**config.mk**
```make
export PLATFORM = sky130hd
export DESIGN_NAME = if_fetch_router
export DESIGN_NICKNAME = d
export VERILOG_FILES = /design/src/rtl/if_pkg.sv /design/src/rtl/if_region_decoder.sv /design/src/rtl/if_fetch_router.sv
export SDC_FILE = /design/constraint.sdc
export NUM_CORES = 1
export LEC_CHECK = 0
export BUFFER_PORTS_ARGS = -buffer_cell sky130_fd_sc_hd__buf_2
export CORE_MARGIN = 2
export CORE_UTILIZATION = 40
export DETAILED_ROUTE_END_ITERATION = 7
export PLACE_DENSITY = 0.81
export SLEW_MARGIN = 10
export SYNTH_ARGS = -nofsm -noshare
export SYNTH_HDL_FRONTEND = slang
export SYNTH_SLANG_ARGS = --single-unit
```
**constraint.sdc**
```tcl
create_clock -name clk -period 1.7 [get_ports clk]
set_clock_uncertainty 0.1 [all_clocks]
set_input_delay 0.17 -clock clk [delete_from_list [all_inputs] [get_ports clk]]
set_output_delay 0.17 -clock clk [all_outputs]
set_load 0.02 [all_outputs]
```
**src/rtl/if_pkg.sv**
```systemverilog
// if_pkg: shared constants and helpers for the instruction-fetch path.
//   NOP_INSTR  : word presented to decode when no fetched word is valid
//   TAG_ICACHE : default address tag of the instruction cache region
//   TAG_BIOS   : default address tag of the BIOS ROM region
//   idx_width(): index width for n regions, never below one bit
package if_pkg;

    localparam logic [31:0] NOP_INSTR  = 32'h0000_0000;
    localparam logic [3:0]  TAG_ICACHE = 4'h1;
    localparam logic [3:0]  TAG_BIOS   = 4'h4;

    function automatic int unsigned idx_width(input int unsigned n);
        return (n > 1) ? $clog2(n) : 1;
    endfunction

endpackage

```
**src/rtl/if_region_decoder.sv**
```systemverilog
// if_region_decoder: compares an address tag against a packed table of region
// tags and reports the lowest-indexed match as a one-hot vector and an index.
// Purely combinational. It is shared with the data-side address decoder.
//   tag_i     : address tag to decode
//   hit_any_o : at least one region matched
//   onehot_o  : one-hot of the first matching region (all zero on a miss)
//   idx_o     : index of the first matching region (0 on a miss)
module if_region_decoder
    import if_pkg::*;
#(
    parameter int unsigned NUM_REGIONS = 2,
    parameter int unsigned TAG_W       = 4,
    parameter logic [NUM_REGIONS*TAG_W-1:0] REGION_TAGS = {TAG_BIOS, TAG_ICACHE},
    parameter int unsigned IDX_W       = idx_width(NUM_REGIONS)
) (
    input  logic [TAG_W-1:0]       tag_i,
    output logic                   hit_any_o,
    output logic [NUM_REGIONS-1:0] onehot_o,
    output logic [IDX_W-1:0]       idx_o
);

    always_comb begin
        hit_any_o = 1'b0;
        onehot_o  = '0;
        idx_o     = '0;
        // Stop at the first match so that duplicate tags resolve to the lowest index.
        for (int unsigned i = 0; i < NUM_REGIONS; i++) begin
            if (!hit_any_o && (tag_i == REGION_TAGS[i*TAG_W +: TAG_W])) begin
                hit_any_o   = 1'b1;
                onehot_o[i] = 1'b1;
                idx_o       = IDX_W'(i);
            end
        end
    end

endmodule

```
**src/rtl/if_fetch_router.sv**
```systemverilog
// if_fetch_router: instruction-fetch source router.
// Decodes the fetch PC against the region tag table, drives one-hot read
// enables, registers the selection to line up with the one-cycle memory read
// latency, and muxes the returned word to decode. Misaligned or unmapped
// fetches are faults: a sticky flag and first-fault PC are captured and a
// saturating counter is kept.
//   clk, reset  : clock, synchronous active-high reset
//   pc/pc_valid : fetch address and its qualifier
//   stall       : hold selection and output, suppress requests and faults
//   fault_clr   : clear sticky fault state and counter
//   re          : one-hot read enables (combinational)
//   rd_data     : registered memory outputs, region i at [i*DATA_W +: DATA_W]
//   instr/instr_valid : word to decode and its valid flag
//   fetch_fault/fault_pc/fault_count : fault status
module if_fetch_router
    import if_pkg::*;
#(
    parameter int unsigned NUM_REGIONS = 2,
    parameter int unsigned TAG_W       = 4,
    parameter logic [NUM_REGIONS*TAG_W-1:0] REGION_TAGS = {TAG_BIOS, TAG_ICACHE},
    parameter int unsigned DATA_W      = 32,
    parameter int unsigned CNT_W       = 8
) (
    input  logic                          clk,
    input  logic                          reset,
    input  logic [31:0]                   pc,
    input  logic                          pc_valid,
    input  logic                          stall,
    input  logic                          fault_clr,
    output logic [NUM_REGIONS-1:0]        re,
    input  logic [NUM_REGIONS*DATA_W-1:0] rd_data,
    output logic [DATA_W-1:0]             instr,
    output logic                          instr_valid,
    output logic                          fetch_fault,
    output logic [31:0]                   fault_pc,
    output logic [CNT_W-1:0]              fault_count
);

    localparam int unsigned IDX_W = idx_width(NUM_REGIONS);

    logic                   hit_any;
    logic [NUM_REGIONS-1:0] hit_onehot;
    logic [IDX_W-1:0]       hit_idx;

    logic                   fetch_ok;
    logic                   fault_evt;

    logic [IDX_W-1:0] sel_d, sel_q;
    logic             valid_d, valid_q;
    logic             fault_flag_d, fault_flag_q;
    logic [31:0]      fault_pc_d, fault_pc_q;
    logic [CNT_W-1:0] fault_cnt_d, fault_cnt_q;

    if_region_decoder #(
        .NUM_REGIONS (NUM_REGIONS),
        .TAG_W       (TAG_W),
        .REGION_TAGS (REGION_TAGS),
        .IDX_W       (IDX_W)
    ) u_decoder (
        .tag_i     (pc[31:32-TAG_W]),
        .hit_any_o (hit_any),
        .onehot_o  (hit_onehot),
        .idx_o     (hit_idx)
    );

    always_comb begin
        // Reset gates requests so no memory is enabled while state is cleared.
        fetch_ok  = pc_valid && !stall && !reset && (pc[1:0] == 2'b00) && hit_any;
        fault_evt = pc_valid && !stall && !reset && ((pc[1:0] != 2'b00) || !hit_any);
        re        = fetch_ok ? hit_onehot : '0;
    end

    always_comb begin
        sel_d   = stall ? sel_q   : hit_idx;
        valid_d = stall ? valid_q : fetch_ok;

        fault_flag_d = fault_flag_q;
        fault_pc_d   = fault_pc_q;
        fault_cnt_d  = fault_cnt_q;
        if (fault_clr) begin
            fault_flag_d = 1'b0;
            fault_pc_d   = '0;
            fault_cnt_d  = '0;
        end
        // Evaluated after the clear so a coincident fault becomes the first fault.
        if (fault_evt) begin
            if (!fault_flag_d) begin
                fault_flag_d = 1'b1;
                fault_pc_d   = pc;
            end
            if (fault_cnt_d != {CNT_W{1'b1}}) begin
                fault_cnt_d = fault_cnt_d + CNT_W'(1);
            end
        end
    end

    always_ff @(posedge clk) begin
        if (reset) begin
            sel_q        <= '0;
            valid_q      <= 1'b0;
            fault_flag_q <= 1'b0;
            fault_pc_q   <= '0;
            fault_cnt_q  <= '0;
        end else begin
            sel_q        <= sel_d;
            valid_q      <= valid_d;
            fault_flag_q <= fault_flag_d;
            fault_pc_q   <= fault_pc_d;
            fault_cnt_q  <= fault_cnt_d;
        end
    end

    always_comb begin
        instr = DATA_W'(NOP_INSTR);
        if (valid_q) begin
            for (int unsigned i = 0; i < NUM_REGIONS; i++) begin
                if (sel_q == IDX_W'(i)) begin
                    instr = rd_data[i*DATA_W +: DATA_W];
                end
            end
        end
    end

    assign instr_valid = valid_q;
    assign fetch_fault = fault_flag_q;
    assign fault_pc    = fault_pc_q;
    assign fault_count = fault_cnt_q;

endmodule

```
==> impl_metrics.py, run 1 <==
metrics = {
    "run_status": {
        "status": "complete, no violations",
    },
    "routing": {
        "drt_pass1_iterations": 6,
        "post_drt_wl_per_cell_um": 13.5,
        "drc": 0,
        "vias_per_cell": 4.79,
        "drtAntennaViolNets": 0,
        "drt_iter0_markers": 108,
        "vias": 2638,
        "wl_um": 7410,
    },
    "layout": {
        "final_area_sq_um": 3620,
        "final_common_cell": "buf_2",
        "fin_nets": 579,
        "antenna_cells": 0,
        "final_cell_mix": "buf_2 (176), nand2_1 (70), dfxtp_1 (42), nor2b_1 (34), mux2i_1 (33)",
        "areaGrowthSynthToFinish_pct": 60.5,
        "drive_above_1_share": 0.422,
    },
    "floorplan": {
        "die_x_um": 79.1,
        "initial_core_util": 0.412,
        "chipHeight_um": 79.1,
        "ios": 177,
        "core_area_sq_um": 5470,
        "dieArea_sq_um": 6250,
        "fp-row-count": 27,
    },
    "clock_network": {
        "cts.sinks": 43,
        "clkLatencyLatePin_ns": 0.29,
        "postCtsSetupRepairBufs": 0,
        "cts_tree": "built",
        "cts.path.max_buffers": 2,
        "path_clk_slew_ns": 0.08,
        "cts_htree_levels": 2,
        "cts_made_buffers": 5,
        "cts-root-buf": "clkbuf_8",
    },
    "critical_path": {
        "cpMaxStageDelayCell": "dfxtp_2",
        "worstSetupPathDepth": 4,
        "cp-endpoint": "instr[30]",
        "path_cells": "buf_4 > mux2i_1 > nor2b_1 > buf_2",
        "cp.arrival_ns": 1.34,
        "worstSetupStartpoint": "sel_q$_SDFFE_PP0N_",
        "crit_required_ns": 1.43,
        "worstSetupPathType": "register to output port",
        "ff2ff_path_depth": 4,
        "critical-path-top-delay-family": "buffers and inverters",
        "endpoint_kind": "output port",
        "start_kind": "register",
        "rr_startpoint": "fault_count[0]$_SDFF_PP0_",
        "ff2ff_setup_slack_ns": 0.18,
        "r2r_end": "fault_count[6]$_SDFF_PP0_",
        "path_max_fanout": 11,
        "slowest_delay_ns": 0.36,
        "cp.buffers_inverters": 2,
    },
    "grt": {
        "antenna_found_initial": 0,
        "grt_start_max_net_pins": 65,
        "grt.total_usage": 0.227,
        "grt_pass1_wl_um": 11200,
        "grt_pass1_vias": 2480,
        "grt_overflow": 0,
    },
    "synthesis": {
        "avgSynthCellArea_sq_um": 8.14,
        "synth_top_cell_area_share": 0.382,
        "yosys_register_bits": 43,
        "yosysTopAreaCell": "dfxtp_1",
        "yosys_warnings": 0,
        "synth_nets": 378,
        "yosysSeqAreaShare": 0.382,
        "syn_area_sq_um": 2250,
        "synth.area.top_cells": "dfxtp_1 (38%), mux2i_1 (15%), nand2_1 (12%)",
        "netlist_instances": 277,
        "synth_cell_types": 35,
    },
    "pwr": {
        "power_mw": 2.16,
        "p_leak_nw": 1.70,
        "peakVddDrop_mv": 0.647,
        "powerDensity_nw_per_um2": 596,
    },
    "timing": {
        "final_max_slew_viol_count": 0,
        "finalCriticalPeriod_ns": 1.61,
        "slew_headroom": 0.729,
        "fmax_mhz": 620,
        "tightest_slew_ns": 0.406,
        "setup-tns-final_ns": 0,
        "setup_viol": 0,
        "finalHoldViolations": 0,
        "post-route-period-util": 0.949,
        "rsz0062_at_grt": "no",
    },
    "placement": {
        "gp_congestion": 0.803,
        "placed_cell_area_sq_um": 3240,
        "hpwlAfterDp_um": 5450,
        "port_buffers": 176,
    },
    "hold_path": {
        "min_path_type": "input pin to register",
    },
    "job": {
        "drv_cap": 0,
    },
}
## area by class of cell
class	count	area (sq um)
clock inverter	1	7.51
clock buffer	7	96.3
sequential	43	862
inverter	1	3.75
timing repair buffer	212	1240
multi-input combinational	215	1320
fill	478	1850
tap	72	90.1
## power breakdown
group | switching [mW] | internal [mW]
Clock | 0.344 | 0.369
Sequential | 0.0163 | 1.04
Combinational | 0.193 | 0.198
Total | 0.553 | 1.61
## cell usage after synthesis, drive strengths merged
library cell  instances
or3b                  1
nand2                70
buf                   7
a32oi                 1
nand2b                3
a31oi                 1
a311oi                1
nand4b                1
nor2                  6
mux2i                33
nor4                  6
inv                   1
and4b                 3
a31o                  1
or3                   1
a2111oi               1
xor2                  1
o21ai                32
nor2b                34
a21oi                 7
nand3                 3
a211oi                2
nand4                 1
nor3                  3
o221ai                1
and2                  1
and4                  1
dfxtp                43
clkbuf               11
## sequential cells by signal, indices dropped and copies added (netlist names)
| register | count |
|---|---|
| instr_valid | 1 |
| fetch_fault | 1 |
| fault_count | 8 |
| fault_pc | 32 |
| sel_q | 1 |
## per-layer routing
layer	track usage	vias to the layer above	share of wire
met2	0.427	120	0.52
met5	0	-	0
met1	0.239	1165	0.38
met4	0.0638	0	0.016
li1	-	1341	-
met3	0.0727	12	0.086
## metrics by stage
stage / setup WS, ns / hold WS, ns / cells / utilization
finish: 0.0860 / 0.0252 / 551 / 0.661
CTS: 0.0669 / 0.0200 / 551 / 0.659
global route: 0.0128 / 0.0249 / 551 / 0.661
detailed placement: 0.0260 / 0.268 / 517 / 0.593
floorplan: 0.00872 / 0.179 / 277 / -
global placement: 0.0926 / 0.262 / 517 / 0.593
## worst reg2reg max path: cells and delay by family, from the launching register on
kind / cells / cell delay [ns]
DFF: 1 / 0.41
and+or+nand+nor: 2 / 0.47
AOI/OAI and AO/OA: 2 / 0.44
## logic make-up after synthesis
kind of cell,synth area share
compound gates,0.125
xor+xnor,0.00722
buf+inv,0.0400
flops,0.382
mux,0.147
simple gates,0.299
## timing repair
item | CTS | global route
endpoints found under the hold margin | 26 | 0
resized for setup | 0 | 1
endpoints found under the setup margin | 0 | 1
hold buffers | 26 | 0
## worst min path at each step
stage          startpoint                       to  slack (ns)  cells after the start
6_report            pc[1]   fault_pc[1]$_SDFF_PP0_        0.03                      3
4_1_cts             pc[1]   fault_pc[1]$_SDFF_PP0_        0.02                      3
3_3_place_gp       pc[22]  fault_pc[22]$_SDFF_PP0_        0.26                      3
3_5_place_dp       pc[17]  fault_pc[17]$_SDFF_PP0_        0.27                      3
5_1_grt             pc[1]   fault_pc[1]$_SDFF_PP0_        0.02                      3
2_1_floorplan       pc[0]   fault_pc[0]$_SDFF_PP0_        0.18                      2
No activity file was read; power rests on OpenSTA's default activity.
==> run 2, diff against run 1 <==
--- a/config.mk
+++ b/config.mk
@@ -5,9 +5,10 @@
 export SDC_FILE = /design/constraint.sdc
 export NUM_CORES = 1
 export LEC_CHECK = 0
+export ABC_AREA = 1
 export BUFFER_PORTS_ARGS = -buffer_cell sky130_fd_sc_hd__buf_2
 export CORE_MARGIN = 2
-export CORE_UTILIZATION = 40
+export CORE_UTILIZATION = 44
 export DETAILED_ROUTE_END_ITERATION = 7
 export PLACE_DENSITY = 0.81
 export SLEW_MARGIN = 10
==> constraint.sdc (replaced) <==
create_clock -name clk -period 1.71 [get_ports clk]
set_clock_uncertainty 0.1 [all_clocks]
set_input_delay 0.171 -clock clk [delete_from_list [all_inputs] [get_ports clk]]
set_output_delay 0.171 -clock clk [all_outputs]
set_load 0.02 [all_outputs]
==> run 2 against run 1 <==
  * Via count grew 40%
  * Highest routed layer unchanged
  * Critical path type unchanged
  * Flip-flop and latch count unchanged
  * Clock-buffer cell count is 1 lower
  * Register-to-register slack about the same
  * Largest cell class unchanged
  * Non-clock buffer count decreased by 22
  * Worst setup slack improved by 0.012 ns
  * Critical path depth rose by 1
  * Final cell count increased by 28%
  * Sequential power about the same
  * Die area up 17%
  * Critical endpoint is now instr[24]
==> impl_metrics.py, run 2 <==
metrics = {
    "synthesis": {
        "yosysTopAreaCell": "dfxtp_1",
        "syn_area_sq_um": 2920,
        "netlist_instances": 464,
        "synth_top_cell_area_share": 0.295,
        "synthArstFlopShare": 0,
        "yosysSeqAreaShare": 0.295,
        "synth.most_common_cell": "nand2_1",
        "synth_cell_types": 25,
        "synth_nets": 565,
        "synth-main-ff-cell": "dfxtp_1",
        "synth-edff-count": 0,
        "synth.area.top_cells": "dfxtp_1 (29%), nand2_1 (15%), nand3_1 (12%)",
        "avgSynthCellArea_sq_um": 6.30,
        "yosys_register_bits": 43,
        "ys_top_cells_by_count": "nand2_1 (113), nor2_1 (79), nand3_1 (69)",
        "yosys_warnings": 0,
    },
    "placement": {
        "port_buffers": 176,
        "gp_congestion": 0.886,
        "post-place-ws_ns": 0.122,
        "hpwlAfterDp_um": 6970,
    },
    "hold_path": {
        "hold_depth": 4,
        "min_path_type": "input pin to register",
        "hold_start": "reset",
    },
    "layout": {
        "final_cell_mix": "buf_2 (175), nand2_1 (113), nor2_1 (79), nand3_1 (69), dfxtp_1 (43)",
        "fin_nets": 725,
        "drive_above_1_share": 0.382,
        "areaGrowthSynthToFinish_pct": 33.7,
        "final_common_cell": "buf_2",
        "num-fill-cells": 613,
        "largest_reg_flops": 32,
    },
    "floorplan": {
        "core_area_sq_um": 6390,
        "dieArea_sq_um": 7310,
        "ios": 177,
        "die_x_um": 85.5,
        "fp-row-count": 29,
        "chipHeight_um": 85.5,
        "initial_core_util": 0.458,
    },
    "timing": {
        "post-route-period-util": 0.943,
        "worst_slack_ns": 0.0979,
        "rsz0062_at_grt": "yes",
        "tightest_slew_ns": 0.527,
        "slew_headroom": 0.649,
        "finalCriticalPeriod_ns": 1.61,
        "fmax_mhz": 620,
        "setup_viol": 0,
        "final_max_slew_viol_count": 0,
        "finalHoldViolations": 0,
    },
    "pwr": {
        "clkPwrFrac": 0.372,
        "power_mw": 2.30,
        "swShare": 0.276,
        "p_switching_mw": 0.637,
        "peakVddDrop_mv": 0.443,
        "powerDensity_nw_per_um2": 590,
        "p_leak_nw": 2.04,
        "power_frac_comb": 0.176,
        "p_seq_frac": 0.451,
        "intPower_mw": 1.67,
    },
    "routing": {
        "post_drt_wl_per_cell_um": 13.5,
        "vias": 3706,
        "drc": 0,
        "drt_iter0_markers": 195,
        "drt_pass1_iterations": 5,
        "drtAntennaViolNets": 0,
        "wl_um": 9480,
        "vias_per_cell": 5.27,
    },
    "critical_path": {
        "worstSetupStartpoint": "sel_q$_SDFFE_PP0N_",
        "cpMaxStageDelayCell": "dfxtp_1",
        "endpoint_kind": "output port",
        "ff2ff_setup_slack_ns": 0.19,
        "start_kind": "register",
        "rr_startpoint": "fault_count[2]$_SDFF_PP0_",
        "path_cells": "inv_1 > buf_4 > nor2_1 > nor2_1 > buf_2",
        "ff2ff_path_depth": 8,
        "critical-path-top-delay-family": "buffers and inverters",
        "cp.buffers_inverters": 3,
        "worstSetupPathDepth": 5,
        "cp.arrival_ns": 1.34,
        "worstSetupPathType": "register to output port",
        "path_common_cell": "nor2_1",
        "slowest_delay_ns": 0.34,
        "path_max_fanout": 20,
        "crit_required_ns": 1.44,
    },
    "clock_network": {
        "cts_made_buffers": 5,
        "cts.path.max_buffers": 2,
        "cts_htree_levels": 2,
        "postCtsSetupRepairBufs": 0,
        "clkLatencyLatePin_ns": 0.30,
        "hold_buffers": 0,
        "cts-root-buf": "clkbuf_8",
        "cts_tree": "built",
        "path_clk_slew_ns": 0.08,
        "cts.sinks": 43,
    },
    "run_status": {
        "status": "complete, no violations",
    },
    "grt": {
        "grt_pass1_vias": 3223,
        "antenna_found_initial": 1,
        "grt_pass1_wl_um": 14900,
        "grt_start_max_net_pins": 51,
        "grt_overflow": 0,
        "grt.total_usage": 0.249,
    },
    "job": {
        "drv_cap": 0,
    },
}
-- run 2: cell types whose count changed after synthesis, moves of 12 or more --
cell / change
a21oi_1: +25
inv_1: +12
nand3_1: +66
nor2b_1: -34
nand2_2: +12
mux2i_1: -33
nand2_1: +43
nor2_1: +73
-- run 2: timing repair --
| item | CTS | global route |
|---|---|---|
| endpoints found under the setup margin | 0 | 1 |
| gates resized for setup | 0 | 2 |
| hold endpoints to repair | 0 | 0 |
-- run 2: area by class of cell --
cell class,count,area (sq um),share of cell area
Multi-Input combinational cell,369,1750,0.448
Sequential cell,43,861,0.220
Tap cell,77,96.3,0.0246
Clock buffer,6,82.6,0.0211
Inverter,15,60.1,0.0154
Clock inverter,2,38.8,0.00992
Timing Repair Buffer,190,1020,0.260
Antenna cell,1,2.50,0.000640
-- run 2: cell families after synthesis --
| logic type | synth area share |
|---|---|
| simple gates | 0.448 |
| buf+inv | 0.107 |
| flops | 0.295 |
| compound gates | 0.151 |
-- run 2: per-stage QoR --
step	hold WS, ns	util	setup TNS [ns]	area, sq um	instances
2_1_floorplan	0.165	-	0	2920	464
3_3_place_gp	0.373	0.592	0	3780	694
3_5_place_dp	0.382	0.592	0	3780	694
5_1_grt	0.107	0.612	-0.00695	3910	703
4_1_cts	0.0842	0.611	0	3900	702
6_report	0.0952	0.612	0	3910	703
-- run 2: worst paths after layout --
check | to
setup / recovery | instr[24]
hold / removal | fault_count[6]$_SDFF_PP0_
setup reg to reg | fault_count[5]$_SDFF_PP0_
hold reg to reg | fault_pc[20]$_SDFF_PP0_
-- run 2: worst register-to-register path, delay by kind of cell (launching register included) --
| family | cells | cell delay [ns] |
|---|---|---|
| AOI/OAI and AO/OA | 1 | 0.15 |
| and+or+nand+nor | 6 | 0.74 |
| buffers and inverters | 1 | 0.07 |
| DFF | 1 | 0.38 |
-- run 2: metal layers --
layer	track usage	routed length, um
met1	0.296	3690
met2	0.450	4810
met3	0.0529	767
met4	0.0722	211
met5	0	0
-- run 2: power by group through the flow --
stage / logic (mW) / clock network, mW / registers [mW]
after floorplan: 0.217 / 0 / 1.08
after global routing: 0.451 / 0.907 / 1.04
after detailed placement: 0.403 / 0 / 1.06
final: 0.406 / 0.858 / 1.04
after CTS: 0.405 / 0.867 / 1.04
after global placement: 0.396 / 0 / 1.06
